<file path="config.mk">
export PLATFORM = sky130hd
export DESIGN_NAME = ctr_mode_ctrl_flat
export DESIGN_NICKNAME = d
export VERILOG_FILES = /design/src/rtl/ctr_mode_ctrl_if.sv /design/src/rtl/ctr_mode_ctrl.sv /design/src/flat_wrapper.sv
export SDC_FILE = /design/constraint.sdc
export NUM_CORES = 1
export LEC_CHECK = 0
export CORE_MARGIN = 4
export CORE_UTILIZATION = 25
export DETAILED_ROUTE_END_ITERATION = 12
export DONT_BUFFER_PORTS = 1
export PLACE_DENSITY_LB_ADDON = 0.25
export SETUP_SLACK_MARGIN = 0.05
export SLEW_MARGIN = 30
export SYNTH_ARGS = -nofsm -noshare
export SYNTH_HDL_FRONTEND = slang
export SYNTH_SLANG_ARGS = --single-unit
</file>
<file path="constraint.sdc">
create_clock -name CLK -period 4.4 [get_ports CLK]
set_input_delay 0.22 -clock CLK [delete_from_list [all_inputs] [get_ports CLK]]
set_output_delay 0.22 -clock CLK [all_outputs]
set_load 0.01 [all_outputs]
</file>
<file path="src/rtl/ctr_mode_ctrl_if.sv">
// Stream and AES-core bundle for the CTR-mode controller.
// master = controller side, slave = environment (plaintext source, ciphertext sink, AES core).
interface ctr_mode_ctrl_if;
    // Valid/ready: a beat transfers on a rising edge where valid and ready are both high.
    // Once valid is raised the producer holds data stable until that edge.
    // aes_en / aes_done are single-cycle pulses with no backpressure.
    logic [127:0] din;
    logic         din_valid;
    logic         din_ready;
    logic [127:0] dout;
    logic         dout_valid;
    logic         dout_ready;
    logic [127:0] aes_pt;
    logic         aes_en;
    logic [127:0] aes_ct;
    logic         aes_done;

    modport master (
        input  din, din_valid, dout_ready, aes_ct, aes_done,
        output din_ready, dout, dout_valid, aes_pt, aes_en
    );

    modport slave (
        output din, din_valid, dout_ready, aes_ct, aes_done,
        input  din_ready, dout, dout_valid, aes_pt, aes_en
    );
endinterface

</file>
<file path="src/rtl/ctr_mode_ctrl.sv">
// CTR-mode sequencer: walks a counter block through an external AES core and XORs plaintext.
// Optional AES-response watchdog enabled by defining CTR_MODE_WATCHDOG_EN.
module ctr_mode_ctrl #(
    parameter int CTR_W = 32
) (
    input  logic                  CLK,
    input  logic                  RST_N,
    input  logic                  start,
    input  logic [127:0]          iv,
    input  logic [15:0]           num_blocks,
    ctr_mode_ctrl_if.master       bus,
    output logic                  busy,
    output logic                  msg_done,
    output logic                  err,
    output logic [2:0]            dbg_state
);

    typedef enum logic [2:0] {
        S_IDLE     = 3'd0,
        S_ENC      = 3'd1,
        S_WAIT_KS  = 3'd2,
        S_WAIT_DIN = 3'd3,
        S_OUT      = 3'd4
    } state_t;

    state_t         state;
    logic [127:0]   ctr_reg;
    logic [127:0]   ks_reg;
    logic [127:0]   dout_reg;
    logic [15:0]    remaining;
    logic           aes_en_q;
    logic           din_ready_q;
    logic           dout_valid_q;
    logic           busy_q;
    logic           msg_done_q;
    logic [127:0]   ctr_next;

`ifdef CTR_MODE_WATCHDOG_EN
    logic [7:0]     wd_cnt;
    logic           err_q;
`endif

    // Only the low CTR_W bits count; the nonce part above them is carried through untouched.
    assign ctr_next = {ctr_reg[127:CTR_W], ctr_reg[CTR_W-1:0] + {{(CTR_W-1){1'b0}}, 1'b1}};

    always_ff @(posedge CLK or negedge RST_N) begin
        if (!RST_N) begin
            state        <= S_IDLE;
            ctr_reg      <= '0;
            ks_reg       <= '0;
            dout_reg     <= '0;
            remaining    <= '0;
            aes_en_q     <= 1'b0;
            din_ready_q  <= 1'b0;
            dout_valid_q <= 1'b0;
            busy_q       <= 1'b0;
            msg_done_q   <= 1'b0;
`ifdef CTR_MODE_WATCHDOG_EN
            wd_cnt       <= '0;
            err_q        <= 1'b0;
`endif
        end else begin
            aes_en_q   <= 1'b0;
            msg_done_q <= 1'b0;
            case (state)
                S_IDLE: begin
                    if (start) begin
                        if (num_blocks != 16'd0) begin
                            ctr_reg   <= iv;
                            remaining <= num_blocks;
                            aes_en_q  <= 1'b1;
                            busy_q    <= 1'b1;
                            state     <= S_ENC;
                        end else begin
                            msg_done_q <= 1'b1;
                        end
                    end
                end
                S_ENC: begin
`ifdef CTR_MODE_WATCHDOG_EN
                    wd_cnt <= '0;
`endif
                    state <= S_WAIT_KS;
                end
                S_WAIT_KS: begin
                    if (bus.aes_done) begin
                        ks_reg      <= bus.aes_ct;
                        din_ready_q <= 1'b1;
                        state       <= S_WAIT_DIN;
                    end
`ifdef CTR_MODE_WATCHDOG_EN
                    // 255 cycles in WAIT_KS with no response: abandon the message silently.
                    else if (wd_cnt == 8'd254) begin
                        err_q  <= 1'b1;
                        busy_q <= 1'b0;
                        state  <= S_IDLE;
                    end else begin
                        wd_cnt <= wd_cnt + 8'd1;
                    end
`endif
                end
                S_WAIT_DIN: begin
                    if (bus.din_valid && din_ready_q) begin
                        dout_reg     <= bus.din ^ ks_reg;
                        din_ready_q  <= 1'b0;
                        dout_valid_q <= 1'b1;
                        state        <= S_OUT;
                    end
                end
                S_OUT: begin
                    if (bus.dout_ready) begin
                        dout_valid_q <= 1'b0;
                        remaining    <= remaining - 16'd1;
                        ctr_reg      <= ctr_next;
                        if (remaining == 16'd1) begin
                            msg_done_q <= 1'b1;
                            busy_q     <= 1'b0;
                            state      <= S_IDLE;
                        end else begin
                            aes_en_q <= 1'b1;
                            state    <= S_ENC;
                        end
                    end
                end
                default: state <= S_IDLE;
            endcase
        end
    end

    assign bus.aes_pt     = ctr_reg;
    assign bus.aes_en     = aes_en_q;
    assign bus.din_ready  = din_ready_q;
    assign bus.dout       = dout_reg;
    assign bus.dout_valid = dout_valid_q;
    assign busy           = busy_q;
    assign msg_done       = msg_done_q;
    assign dbg_state      = state;

`ifdef CTR_MODE_WATCHDOG_EN
    assign err = err_q;
`else
    assign err = 1'b0;
`endif

endmodule

</file>
<file path="src/flat_wrapper.sv">
// flat-port wrapper written by rule: the top's interface ports become plain ports
module ctr_mode_ctrl_flat 
#(
    parameter int CTR_W = 32
)
  (CLK, RST_N, start, iv, num_blocks, busy, msg_done, err, dbg_state, bus_din, bus_din_valid, bus_dout_ready, bus_aes_ct, bus_aes_done, bus_din_ready, bus_dout, bus_dout_valid, bus_aes_pt, bus_aes_en);
  ctr_mode_ctrl_if bus_i ();
  input  logic CLK;
  input  logic RST_N;
  input  logic start;
  input  logic [127:0] iv;
  input  logic [15:0] num_blocks;
  output logic busy;
  output logic msg_done;
  output logic err;
  output logic [2:0] dbg_state;
  input wire logic [$bits(bus_i.din)-1:0] bus_din;
  input wire logic [$bits(bus_i.din_valid)-1:0] bus_din_valid;
  input wire logic [$bits(bus_i.dout_ready)-1:0] bus_dout_ready;
  input wire logic [$bits(bus_i.aes_ct)-1:0] bus_aes_ct;
  input wire logic [$bits(bus_i.aes_done)-1:0] bus_aes_done;
  output wire logic [$bits(bus_i.din_ready)-1:0] bus_din_ready;
  output wire logic [$bits(bus_i.dout)-1:0] bus_dout;
  output wire logic [$bits(bus_i.dout_valid)-1:0] bus_dout_valid;
  output wire logic [$bits(bus_i.aes_pt)-1:0] bus_aes_pt;
  output wire logic [$bits(bus_i.aes_en)-1:0] bus_aes_en;
  assign bus_i.din = bus_din;
  assign bus_i.din_valid = bus_din_valid;
  assign bus_i.dout_ready = bus_dout_ready;
  assign bus_i.aes_ct = bus_aes_ct;
  assign bus_i.aes_done = bus_aes_done;
  assign bus_din_ready = bus_i.din_ready;
  assign bus_dout = bus_i.dout;
  assign bus_dout_valid = bus_i.dout_valid;
  assign bus_aes_pt = bus_i.aes_pt;
  assign bus_aes_en = bus_i.aes_en;
  ctr_mode_ctrl #(.CTR_W(CTR_W)) u_core (.CLK(CLK), .RST_N(RST_N), .start(start), .iv(iv), .num_blocks(num_blocks), .bus(bus_i), .busy(busy), .msg_done(msg_done), .err(err), .dbg_state(dbg_state));
endmodule
</file>
==> results.md, run 1 <==
Synth:
- The combinational family with the most area after synthesis is compound AO/OA/AOI/OAI gates.
- After synthesis, the share of flip-flops with an asynchronous set or reset is 100.0%.
- The cell area that synthesis handed to floorplanning was about 18000 um^2.
- The xor/xnor share of the synthesized area is under 10%.
- The count of flip-flops with a built-in enable after synthesis is 0.
- The synthesized netlist net count is around 2000.
- The gate count after technology mapping is roughly 1600.
- The synthesis warning total is 0.
- The area share of fa/ha/maj cells after synthesis is less than 1%.
- After synthesis, the share of cell area in mux cells is between 8 and 9%.
- The area share of and/or/nand/nor cells after synthesis is between 10% and 20%.
- Summing the sequential cell areas from Yosys gives ~58% of the chip area.
- The unique cell type count in the Yosys netlist is 67.
- The post-synthesis compound-gate area fraction is 12.44%.
- The synthesized design contains around 410 register bits.
- A synthesized cell averages ~11 um^2.
- The commonest register cell after synthesis is sky130_fd_sc_hd__dfrtp_1.

Run status:
- The run finished, with violations left.
- The final reports fail on negative hold slack.

Timing:
- Setup repair after global routing left no endpoint under its margin.
- The achievable clock frequency is between 300 and 400 MHz.
- The final count of pins violating max slew came to 0.
- Adding up every negative setup slack in the final design gives 0 ns.
- Hold timing on the final database bottoms out at a slack of -0.6664 ns.
- The worst path uses 61.93% of the clock period.
- For the pin with the worst max-slew slack, the measured transition is between 0.9 and 1 ns.
- The final count of negative-setup-slack endpoints is 0.
- After layout, the minimum clock period comes to about 2.7 ns.
- For the final database, setup skew stands at ~0.016 ns.
- The final number of hold-violating endpoints is 408.
- The least setup slack across all paths after layout is about 1.7 ns.
- In this run the tightest slew margin relative to its limit is between 30% and 40%.

CTS:
- The maximum number of buffers from clock root to sink is 3.
- The number of clock buffers added by TritonCTS is between 40 and 50.
- Clock-pin slew was measured on the worst setup and hold paths at around 0.06 ns.
- The number of sinks handled by clock tree synthesis is 408.
- TritonCTS built the clock tree.
- The H-tree generated during clock tree synthesis spans 2 levels.
- The root buffer selected by CTS is sky130_fd_sc_hd__clkbuf_16.
- The number of hold buffers added after CTS is 404.
- The insertion delay to the later sink of the worst-skew pair is around 0.58 ns.

Placed design:
- The HPWL after detailed placement is 38.78 mm.
- The quantity of I/O buffers inserted on ports is 0.
- At the end of routability-driven placement, the weighted congestion stood at between 0.8 and 0.9.
- The placement-stage worst setup slack is 1.714 ns.

Global route:
- The total overflow left after global routing is 0.
- The wire length of the first global-routing pass is about 85 mm.
- The met2 track utilization from global routing is roughly a quarter.
- The global-route layer with the greatest usage is met2.
- The maximum number of pins on one net before global-route repair is approximately 400.
- The via count of the first global-routing pass is about 14000.
- The number of antenna violations at the first check in global routing is 3.
- The fraction of met1 tracks used by global routing is between 10% and 20%.
- The total routing usage reported by global routing is between 10% and 20%.
- The met3 capacity usage during global routing is about 5.4%.

Finish:
- In the final layout, the multi-input gates occupy slightly below 7000 um^2.
- In the final design database the tool counted approximately 2400 nets.
- The area added between synthesis and finish is 37.18%.
- The area occupied by registers is about 10000 um^2.
- The number of filler cells placed in the layout is between 6000 and 7000.
- Cells with a size suffix above 1 make up 9.617% of the layout.

Critical path:
- For the worst setup path, the data required time is approximately 4.9 ns.
- Traced cell by cell, the critical path runs through nor3b_4 -> buf_4 -> a22o_1 -> buf_4 -> o21ai_1 -> a22o_1.
- Across all register-to-register paths, the minimum setup slack is 1.68 ns.
- The largest fanout on the critical path is 73.
- The kind of cell adding the most delay to the critical path is buffers and inverters.
- STA classifies the critical path endpoint as a flip-flop.
- The number of buffers and inverters on the critical path is 2.
- On the critical path, the stage with the largest delay is an instance of sky130_fd_sc_hd__buf_4.
- The arrival time of data at the critical path endpoint is ~3.2 ns.
- In this design, the stage delay of the slowest critical-path cell is between 0.6 and 0.7 ns.
- The kind of start point of the critical path is a flip-flop.
- By startpoint and endpoint, the worst setup path is classified as flip-flop to flip-flop.

Power and ir drop:
- The share of total power dissipated in sequential elements is 49.6%.
- The clock group share of total power is between 20% and 30%.
- Summing internal, switching and leakage power gives between 15 and 20 mW.
- Combinational logic is responsible for between 20% and 30% of the overall power.
- The static leakage power is a little over 10 nW.
- The switching share of power is approximately 37%.
- The cell-internal power is a little under 10 mW.
- The worst supply voltage drop on vdd is 341.2 uV.
- The power per cell area is between 600 and 700 nW/um^2.
- Summed over all nets, the switching power comes to 5.743 mW.

Routing:
- Dividing the detail-routed via count by the number of cells gives 4.531.
- The count of TritonRoute iterations in the first routing pass is 5.
- The remaining number of nets flagged by the antenna check after routing is 0.
- Across all layers, the routed design uses roughly 14000 vias.
- Wires add up to between 50 and 60 mm.
- The post-detailed-route DRC marker count is 0.
- The violation count after the first detailed-routing iteration is approximately 790.
- The average wire per cell in the routed design is 18.95 um.

Floorplanning:
- The vertical die dimension is ~270 um.
- The horizontal extent of the die is 273.4 um.
- The total number of placement rows is between 90 and 100.
- Pin placement for this block handled 671 I/O pins.
- For this configuration, the core starts out at a cell density of 25.19%.
- The floorplan step defined a core boundary enclosing around 70000 um^2.
- The die outline area is roughly 75000 um^2.

Flow run:
- The tool flagged a number of max-cap violations equal to 0.

Min path:
- The class of the most critical hold timing path is primary input to async pin.
-- final timing paths --
path                                     start              endpoint  cells past startpoint
setup / recovery           u_core.dbg_state[2]  u_core.remaining[10]                      6
hold / removal                           RST_N    u_core.ks_reg[109]                      0
setup reg to reg           u_core.dbg_state[2]  u_core.remaining[10]                      6
hold reg to reg              u_core.ks_reg[98]     u_core.ks_reg[98]                      1
max in group asynchronous                RST_N     u_core.ks_reg[81]                      0
min in group CLK                bus_aes_ct[47]     u_core.ks_reg[47]                      2
-- cell families (layout without fill, tap and decap cells) --
group / after synthesis / in the layout
AO/OA/AOI/OAI: 391 / 391
XOR/XNOR: 129 / 129
adder cells (fa/ha/maj): 3 / 3
buffers and inverters: 109 / 509
flip-flops: 408 / 408
multiplexers: 130 / 130
other: 1 / 5
AND/OR/NAND/NOR: 467 / 467
-- power groups by stage --
stage | logic, mW | clock network [mW] | registers, mW
after floorplan | 3.02 | 0 | 7.12
after global placement | 3.49 | 0 | 7.81
after detailed placement | 3.63 | 0 | 7.83
after CTS | 3.94 | 4.12 | 7.79
after global routing | 4.45 | 4.28 | 8.00
final | 3.91 | 3.98 | 7.77
-- through the flow --
step / util, % / instance area, um^2 / cells
final: 34.56 / 24160 / 2982
after global routing: 34.55 / 24150 / 2981
after CTS: 34.54 / 24150 / 2978
after detailed placement: 26.51 / 18530 / 2491
after global placement: 26.51 / 18530 / 2491
after floorplan: - / 17610 / 1638
-- final cells by class --
| class | count | share of cell area (%) |
|---|---|---|
| repair buffers | 419 | 17.57 |
| diodes | 4 | 0.04144 |
| clock inverters | 15 | 0.9012 |
| flip-flops and latches | 408 | 42.26 |
| clock buffers | 68 | 5.615 |
| inverters | 7 | 0.1088 |
| multi-input cells | 1121 | 28.63 |
| well taps | 940 | 4.869 |
-- per-layer routing --
metal	up-vias	part of all wire [%]
met2	582	51
li1	6349	-
met4	0	3.1
met3	98	9.8
met1	6482	36
met5	-	0
-- synthesized netlist by cell type (all sizes together), types with 4 or more instances --
library cell | number | area share (%)
a22oi | 4 | 0.17
a32oi | 4 | 0.20
a31oi | 7 | 0.25
inv | 7 | 0.15
a21oi | 50 | 1.4
clkbuf | 45 | 0.96
mux2 | 128 | 8.2
nand2 | 354 | 7.5
nand3 | 23 | 0.71
dfrtp | 408 | 58
o22a | 4 | 0.20
a2bb2oi | 6 | 0.30
nor4 | 15 | 0.81
and3 | 6 | 0.22
o21ai | 270 | 7.7
nor2 | 34 | 0.72
nand4 | 10 | 0.53
buf | 57 | 1.8
o22ai | 12 | 0.43
xnor2 | 129 | 6.4
o2bb2a | 6 | 0.34
nor3b | 4 | 0.20
-- repair_timing --
item                      4_1_cts  5_1_grt
hold endpoints to repair      815      408
gates resized for setup         0        0
setup buffers                   0        0
-- cell usage in the layout (no fill, tap or decap), drive strengths merged, types with 4 or more instances in the layout --
cell,count
dfrtp,408
dlygate4sd3,404
nand2,354
o21ai,270
xnor2,129
mux2,128
clkbuf,68
a21oi,50
nor2,34
nand3,23
nor4,15
buf,15
o22ai,12
clkinv,11
nand4,10
inv,7
a31oi,7
o2bb2a,6
a2bb2oi,6
and3,6
diode,4
o22a,4
a32oi,4
a22oi,4
nor3b,4
Power figures use the tool's default switching activity.
==> run 2: changes to the inputs <==
--- a/config.mk
+++ b/config.mk
@@ -5,6 +5,7 @@
 export SDC_FILE = /design/constraint.sdc
 export NUM_CORES = 1
 export LEC_CHECK = 0
+export ABC_AREA = 1
 export CORE_MARGIN = 4
 export CORE_UTILIZATION = 25
 export DETAILED_ROUTE_END_ITERATION = 12
==> constraint.sdc (replaced) <==
create_clock -name CLK -period 2.5 [get_ports CLK]
set_input_delay 0.125 -clock CLK [delete_from_list [all_inputs] [get_ports CLK]]
set_output_delay 0.125 -clock CLK [all_outputs]
set_load 0.01 [all_outputs]
==> results.md, run 2 <==
Run status:
- The flow ran to the end, but the final reports show violations.
- The final reports fail on negative hold slack.

Finish:
- The area of combinational cells with multiple inputs is 7303 um^2 (+5.6%).
- The count of nets after finishing is 2726 (+13%).
- The final cell area excluding filler cells is 24970 um^2 (+3.4%).
- The area occupied by registers is 10210 um^2 (unchanged).
- From synthesis to final layout, the design area changed by 37.40%.
- The commonest non-fill, non-tap cell in the layout is sky130_fd_sc_hd__nand2_1.
- The top cell types in the final layout, fill and taps aside, are sky130_fd_sc_hd__nand2_1 (623), sky130_fd_sc_hd__dfrtp_1 (408), sky130_fd_sc_hd__dlygate4sd3_1 (405), sky130_fd_sc_hd__o21ai_0 (235), sky130_fd_sc_hd__nor2_1 (135).
- The fraction of layout instances using a drive strength above 1 is 10.31% (+0.69 points).
- The number of filler cells placed in the layout came to 7154 (+3.4%).

CTS:
- The register clock-pin slew on the reported worst setup and hold paths is 0.06 ns (about the same).
- The number of sinks handled by clock tree synthesis is 408 (unchanged).
- The root buffer selected by CTS is sky130_fd_sc_hd__clkbuf_16.
- The insertion delay to the later sink of the worst-skew pair is 0.60 ns (+0.02 ns).
- The post-cts repair resize count is 0 (unchanged).
- The TritonCTS buffer count is 49 (+2.1%).
- The number of H-tree levels is 2 (unchanged).
- The maximum number of buffers from clock root to sink came to 3 (unchanged).
- The number of setup buffers added after CTS is 0 (unchanged).
- The TritonCTS clock tree is yes.
- The number of hold buffers added after CTS came to 405 (+0.25%).

Critical path:
- The class of the most critical setup path is flip-flop to flip-flop.
- The worst register-to-register path ends at u_core.bus.aes_pt[30].
- The critical path goes through ha_1 -> nand2_1 -> nor2_1 -> nand2_1 -> nor2_1 -> nand2_1 -> nand2_1 -> nand3_1 -> nand2_1 -> nand2_1.
- The cell count of the worst reg-to-reg path is 10 (+4).
- The kind of start point of the critical path is a flip-flop.
- The reg-to-reg setup timing slack is 0.45 ns (-1.23 ns).
- The largest fanout on the critical path came to 6 (-92%).
- The arrival time of data at the critical path endpoint is 2.53 ns (-0.66 ns).
- Among the stages of the critical path, the cell type that occurs most often is sky130_fd_sc_hd__nand2_1.
- The slowest stage of the critical path belongs to the cell sky130_fd_sc_hd__dfrtp_1.
- The required time at the endpoint of the critical path came to 2.98 ns (-1.88 ns).
- The maximum cell stage delay along the critical path is 0.46 ns (-0.16 ns).
- STA classifies the critical path endpoint as a flip-flop.
- The startpoint of the lowest-slack register-to-register path is u_core.bus.aes_pt[0].

Routing:
- The met3 layer wire length in the routed design was 5.126 mm (-7.3%).
- The violation count after the first detailed-routing iteration is 1014 (+29%).
- The post-detailed-route DRC marker count is 0 (unchanged).
- The remaining number of nets flagged by the antenna check after routing was 0 (unchanged).
- The highest metal layer with signal wires is met4.
- The total detailed-routing wirelength is 61.41 mm (+8.7%).
- The overall via count from detail_route was 14730 (+9.0%).
- The detailed route wirelength on metal2 is 29.99 mm (+4.6%).
- The per-cell via count in the routed design is 4.445 (-1.9%).
- The average wire per cell in the routed design is 18.53 um (-2.2%).
- The total routed wire length on the met1 layer is 24.37 mm (+19%).
- The count of TritonRoute iterations in the first routing pass is 5 (unchanged).

Timing:
- Setup repair after global routing left no endpoint under its margin.
- The share of the cycle needed by the critical path after routing is 82.11% (+20 points).
- The worst slew margin relative to its limit is 29.34% (-5.9 points).
- The final count of pins violating max slew is 0 (unchanged).
- The final count of negative-setup-slack endpoints is 0 (unchanged).
- The achievable clock frequency is 487.2 MHz (+33%).
- The setup TNS after final layout is 0 ns (unchanged).
- The worst clock skew is 0.02507 ns (+0.008668 ns).
- The shortest clock period the worst path allows after layout is 2.053 ns (-0.6722 ns).
- The worst hold slack across all endpoints came to -0.7391 ns (-0.07267 ns).
- The actual slew at the worst max-slew pin was 1.060 ns (+0.09739 ns).
- The final number of hold-violating endpoints is 408 (unchanged).

Floorplanning:
- The vertical die dimension is 277.6 um (+1.5%).
- The die outline area came to 77060 um^2 (+3.1%).
- The total number of placement rows is 98 (+1.0%).
- The starting density of the core was 25.33% (+0.14 points).
- The I/O pin total came to 671 (unchanged).
- The core outline area was 71730 um^2 (+2.6%).
- The horizontal extent of the die is 277.6 um (+1.5%).

Min path:
- The class of the most critical hold timing path is primary input to async pin.

Global route:
- The total routing usage reported by global routing came to 15.12% (+0.76 points).
- The number of antenna violations at the first check in global routing is 7 (+4).
- The maximum number of pins on one net before global-route repair is 409 (unchanged).
- The wire length of the first global-routing pass came to 92.31 mm (+8.5%).
- The via count of the first global-routing pass was 15230 (+5.8%).
- The total congestion overflow after global routing is 0 (unchanged).

Synth:
- The post-synthesis register bit count is 408 (unchanged).
- The cell with the most instances after synthesis is sky130_fd_sc_hd__nand2_1.
- The unique cell type count in the Yosys netlist is 28 (-58%).
- The mean area per synthesized cell came to 9.371 um^2 (-13%).
- The share of synthesized flip-flops with an asynchronous set or reset was 100.0% (unchanged).
- The synthesis warning total was 0 (unchanged).
- The share of the synthesized area in the top cell type is 56.19% (-1.8 points).
- The cell area after technology mapping was 18170 um^2 (+3.2%).
- Ranked by instance count, the synthesized netlist is headed by sky130_fd_sc_hd__nand2_1 (623), sky130_fd_sc_hd__dfrtp_1 (408), sky130_fd_sc_hd__o21ai_0 (235), sky130_fd_sc_hd__nor2_1 (135).
- The synthesized netlist net count is 2348 (+15%).
- The biggest area contributor in the post-synthesis netlist is sky130_fd_sc_hd__dfrtp_1.
- The post-synthesis sequential area ratio was 56.19% (-1.8 points).
- The count of flip-flops with a built-in enable after synthesis is 0 (unchanged).
- The gate count after technology mapping is 1939 (+18%).
- The commonest register cell after synthesis is sky130_fd_sc_hd__dfrtp_1.
- Ranked by total cell area, the synthesized netlist is headed by sky130_fd_sc_hd__dfrtp_1 (56%), sky130_fd_sc_hd__nand2_1 (13%), sky130_fd_sc_hd__mux2_2 (7.9%).

Placed design:
- The HPWL after detailed placement is 43.49 mm (+12%).
- The quantity of I/O buffers inserted on ports came to 0 (unchanged).
- The placed cell area is 19170 um^2 (+3.4%).
- The final weighted congestion of routability-driven global placement is 0.9093 (+7.3%).

Power and ir drop:
- The worst supply voltage drop on vdd is 745.7 uV (+120%).
- The total power is 28.91 mW (+85%).
- The power per cell area is 1158 nW/um^2 (+79%).
- The static leakage power is 11.07 nW (+8.2%).

Flow run:
- The reported max-cap violation count is 0 (unchanged).
## run 2: changes by cell type in the layout (fill, tap and decap cells not counted), moves of 43 or more
cell	before	now
sky130_fd_sc_hd__a21oi_1	50	6
sky130_fd_sc_hd__nand2_1	352	623
sky130_fd_sc_hd__nor2_1	33	135
sky130_fd_sc_hd__mux2_2	85	128
sky130_fd_sc_hd__o21ai_0	157	235
sky130_fd_sc_hd__mux2_1	43	0
sky130_fd_sc_hd__inv_1	7	59
sky130_fd_sc_hd__nand3_1	21	66
sky130_fd_sc_hd__o21ai_1	113	24
## run 2: final cells by class
| cell class | instances | share of cell area, % |
|---|---|---|
| flip-flops and latches | 408 | 40.89 |
| multi-input cells | 1374 | 29.25 |
| repair buffers | 421 | 17.12 |
| clock buffers | 68 | 5.598 |
| well taps | 950 | 4.761 |
| clock inverters | 24 | 1.343 |
| inverters | 63 | 0.9772 |
| diodes | 6 | 0.06014 |
## run 2: logic make-up after synthesis
| group | share of synthesized area, % |
|---|---|
| other | 0.02064 |
| XOR/XNOR | 6.170 |
| AND/OR/NAND/NOR | 18.12 |
| multiplexers | 7.932 |
| buffers and inverters | 3.787 |
| AO/OA/AOI/OAI | 7.574 |
| adder cells (fa/ha/maj) | 0.2066 |
| flip-flops | 56.19 |
## run 2: per-layer routing
layer	GRT usage, %	up-vias
met5	0	-
met4	5.303	0
met3	4.797	105
met2	25.68	570
met1	18.10	7057
li1	-	6998
## run 2: metrics by stage
| stage | setup slack (ns) | std cells | utilization [%] |
|---|---|---|---|
| after floorplan | 0.9061 | 1939 | - |
| after global placement | 0.5540 | 2811 | 26.72 |
| after detailed placement | 0.4968 | 2811 | 26.72 |
| after CTS | 0.4750 | 3308 | 34.79 |
| after global routing | 0.2239 | 3312 | 34.80 |
| final | 0.4472 | 3314 | 34.81 |
## run 2: how the worst max path moves through the flow
stage / start / to / slack, ns / depth (start not counted)
3_3_place_gp: u_core.bus.aes_pt[2] / u_core.bus.aes_pt[29] / 0.55 / 9
6_report: u_core.bus.aes_pt[0] / u_core.bus.aes_pt[30] / 0.45 / 10
2_1_floorplan: u_core.bus.aes_pt[0] / u_core.bus.aes_pt[30] / 0.91 / 10
3_5_place_dp: u_core.bus.aes_pt[0] / u_core.bus.aes_pt[30] / 0.50 / 10
4_1_cts: u_core.bus.aes_pt[2] / u_core.bus.aes_pt[27] / 0.47 / 9
5_1_grt: u_core.bus.aes_pt[0] / u_core.bus.aes_pt[30] / 0.22 / 10
## run 2: worst max-delay path, delay by kind of cell (launching register included)
| kind | cells | cell delay, ns |
|---|---|---|
| simple gates | 9 | 1.26 |
| flops | 1 | 0.46 |
| fa+ha+maj | 1 | 0.22 |
## run 2: power breakdown
part           switching, mW  internal (mW)  leakage, nW  total, mW
Clock                   2.99           4.48        0.843       7.47
Combinational           3.93           3.82         5.20       7.75
Sequential              3.93           9.76         5.03       13.7
Total                   10.9           18.1         11.1       28.9
==> run 3: changes to the inputs <==
--- a/config.mk
+++ b/config.mk
@@ -5,7 +5,7 @@
 export SDC_FILE = /design/constraint.sdc
 export NUM_CORES = 1
 export LEC_CHECK = 0
-export ABC_AREA = 1
+export ABC_AREA = 0
 export CORE_MARGIN = 4
 export CORE_UTILIZATION = 25
 export DETAILED_ROUTE_END_ITERATION = 12
==> constraint.sdc (replaced) <==
create_clock -name CLK -period 2.1 [get_ports CLK]
set_input_delay 0.105 -clock CLK [delete_from_list [all_inputs] [get_ports CLK]]
set_output_delay 0.105 -clock CLK [all_outputs]
set_load 0.01 [all_outputs]
==> results.md, run 3 (same netlist as run 1, synthesis figures left out) <==
CTS:
- The number of sinks handled by clock tree synthesis is 408 (unchanged).
- The insertion delay to the later sink of the worst-skew pair is 0.58 ns (-0.02 ns).
- The maximum number of buffers from clock root to sink came to 3 (unchanged).
- The register clock-pin slew on the reported worst setup and hold paths is 0.06 ns (about the same).
- TritonCTS built the clock tree.
- The root buffer selected by CTS is sky130_fd_sc_hd__clkbuf_16.
- The number of H-tree levels is 2 (unchanged).
- The number of hold buffers added after CTS came to 404 (-0.25%).
- The TritonCTS buffer count was 47 (-4.1%).

Global route:
- The via count of the first global-routing pass is 14860 (-2.4%).
- The total congestion overflow after global routing was 0 (unchanged).
- The total routing usage reported by global routing is 14.68% (-0.44 points).
- The number of antenna violations at the first check in global routing is 1 (-6).
- The maximum number of pins on one net before global-route repair came to 409 (unchanged).
- The wire length of the first global-routing pass is 87.13 mm (-5.6%).

Critical path:
- The number of buffers and inverters on the critical path was 0 (unchanged).
- For this design, the slowest cell found on the critical path is sky130_fd_sc_hd__or4_4.
- The arrival time of data at the critical path endpoint is 2.41 ns (-0.12 ns).
- In this design, the largest share of critical-path delay is due to simple AND/OR/NAND/NOR gates.
- The worst setup path is launched from a flip-flop.
- The element type at the critical path end is a flip-flop.
- The class of the most critical setup path is flip-flop to flip-flop.
- The largest fanout on the critical path is 4 (-2).
- The maximum cell stage delay along the critical path is 0.58 ns (+0.12 ns).
- Walking the worst path, the cells encountered are or4_4 -> or2_1 -> nor4_2 -> a31oi_1 -> o22a_1.
- The required time at the endpoint of the critical path is 2.56 ns (-0.42 ns).

Timing:
- The actual slew at the worst max-slew pin is 2.046 ns (+0.9858 ns).
- The shortest clock period the worst path allows after layout is 1.948 ns (-0.1050 ns).
- The final count of negative-setup-slack endpoints is 0 (unchanged).
- The final number of hold-violating endpoints is 408 (unchanged).
- The achievable clock frequency is 513.4 MHz (+5.4%).
- The share of the cycle needed by the critical path after routing was 92.75% (+11 points).
- The worst slew margin relative to its limit came to -36.38% (-66 points).
- The setup TNS after final layout is 0 ns (unchanged).
- The final count of pins violating max slew is 178 (+178).
- The worst hold slack across all endpoints was -0.7772 ns (-0.03812 ns).
- Setup repair after global routing could not meet its margin everywhere.
- The worst clock skew is 0.01743 ns (-0.007638 ns).

Placed design:
- The quantity of I/O buffers inserted on ports is 0 (unchanged).
- The number of placed cells counting well taps came to 2555 (-9.1%).
- The HPWL after detailed placement is 41.04 mm (-5.6%).
- The final weighted congestion of routability-driven global placement came to 0.8428 (-7.3%).

Power and ir drop:
- The static leakage power came to 10.64 nW (-3.9%).
- The worst supply voltage drop on vdd is 777.1 uV (+4.2%).
- The power per cell area is 1363 nW/um^2 (+18%).

Floorplanning:
- The vertical die dimension is 273.4 um (-1.5%).
- The starting density of the core is 25.19% (-0.14 points).
- The core outline area is 69910 um^2 (-2.5%).
- The I/O pin total was 671 (unchanged).
- The total number of placement rows is 97 (-1.0%).
- The die outline area is 74750 um^2 (-3.0%).
- The horizontal extent of the die was 273.4 um (-1.5%).

Finish:
- The count of nets after finishing is 2479 (-9.1%).
- The fraction of layout instances using a drive strength above 1 was 12.91% (+2.6 points).
- From synthesis to final layout, the design area changed by 41.15%.
- The commonest non-fill, non-tap cell in the layout is sky130_fd_sc_hd__dfrtp_1.
- The number of filler cells placed in the layout is 6872 (-3.9%).
- The post-layout instance count excluding filler cells is 3048 (-8.0%).
- The library cells used most frequently in the layout, excluding fill and tap cells, are sky130_fd_sc_hd__dfrtp_1 (406), sky130_fd_sc_hd__dlygate4sd3_1 (404), sky130_fd_sc_hd__nand2_1 (352), sky130_fd_sc_hd__o21ai_0 (157), sky130_fd_sc_hd__xnor2_1 (129).

Run status:
- The checks that failed: negative hold slack, max-slew violations.
- The run finished, with violations left.

Routing:
- The average wire per cell in the routed design came to 19.01 um (+2.6%).
- The total detailed-routing wirelength was 57.94 mm (-5.6%).
- The remaining number of nets flagged by the antenna check after routing is 0 (unchanged).
- The overall via count from detail_route is 13880 (-5.8%).
- The count of TritonRoute iterations in the first routing pass came to 5 (unchanged).
- The violation count after the first detailed-routing iteration is 563 (-44%).
- The post-detailed-route DRC marker count is 0 (unchanged).
- The per-cell via count in the routed design came to 4.553 (+2.4%).

Min path:
- The path class of the tightest hold or removal check is primary input to async pin.

Flow run:
- The reported max-cap violation count is 0 (unchanged).
[run 3: final cells by class]
class | count | area [um^2] | area share (%)
diodes | 1 | 2.502 | 0.01007
clock buffers | 67 | 1351 | 5.436
clock inverters | 19 | 280.3 | 1.128
inverters | 7 | 26.28 | 0.1057
multi-input cells | 1121 | 6930 | 27.88
flip-flops and latches | 408 | 10210 | 41.09
well taps | 940 | 1176 | 4.732
repair buffers | 485 | 4877 | 19.62
[run 3: timing repair]
action,CTS,global route
endpoints found under the setup margin,0,17
gates resized for setup,0,5
endpoints found under the hold margin,816,408
buffers inserted,0,2
[run 3: layer usage]
metal	GRT usage (%)	wire length, um	vias up
li1	-	-	6474
met1	16.12	21410	6710
met2	26.05	28930	575
met3	5.347	5543	118
met4	5.337	2052	0
met5	0	0	-
[run 3: final timing paths]
kind,from,end,slack [ns],depth (start not counted)
min,RST_N,u_core.ks_reg[108],-0.78,0
min reg2reg,u_core.ks_reg[43],u_core.ks_reg[43],0.51,1
max reg2reg,u_core.remaining[3],u_core.remaining[13],0.15,5
max in group asynchronous,RST_N,u_core.dbg_state[0],1.17,0
min in group CLK,num_blocks[6],u_core.busy,0.07,4
max,u_core.remaining[3],u_core.remaining[13],0.15,5
[run 3: metrics by stage]
step                util, %  power, mW  cell area [um^2]  hold slack, ns  setup WS, ns
floorplan                 -      21.26             17610         -0.1906        0.2713
global placement      27.39      24.36             19150         -0.1789        0.1754
detailed placement    27.39      24.71             19150         -0.1789        0.1177
CTS                   35.51      34.13             24820         -0.8192       0.09931
global route          35.55      36.09             24850         -0.8286       0.04992
finish                35.56      33.88             24860         -0.7772        0.1522
[run 3: report_power, final]
part / leakage, nW / switching, mW / internal (mW)
clock network: 0.803 / 3.45 / 5.14
registers: 4.98 / 4.37 / 11.6
logic: 4.86 / 4.48 / 4.82
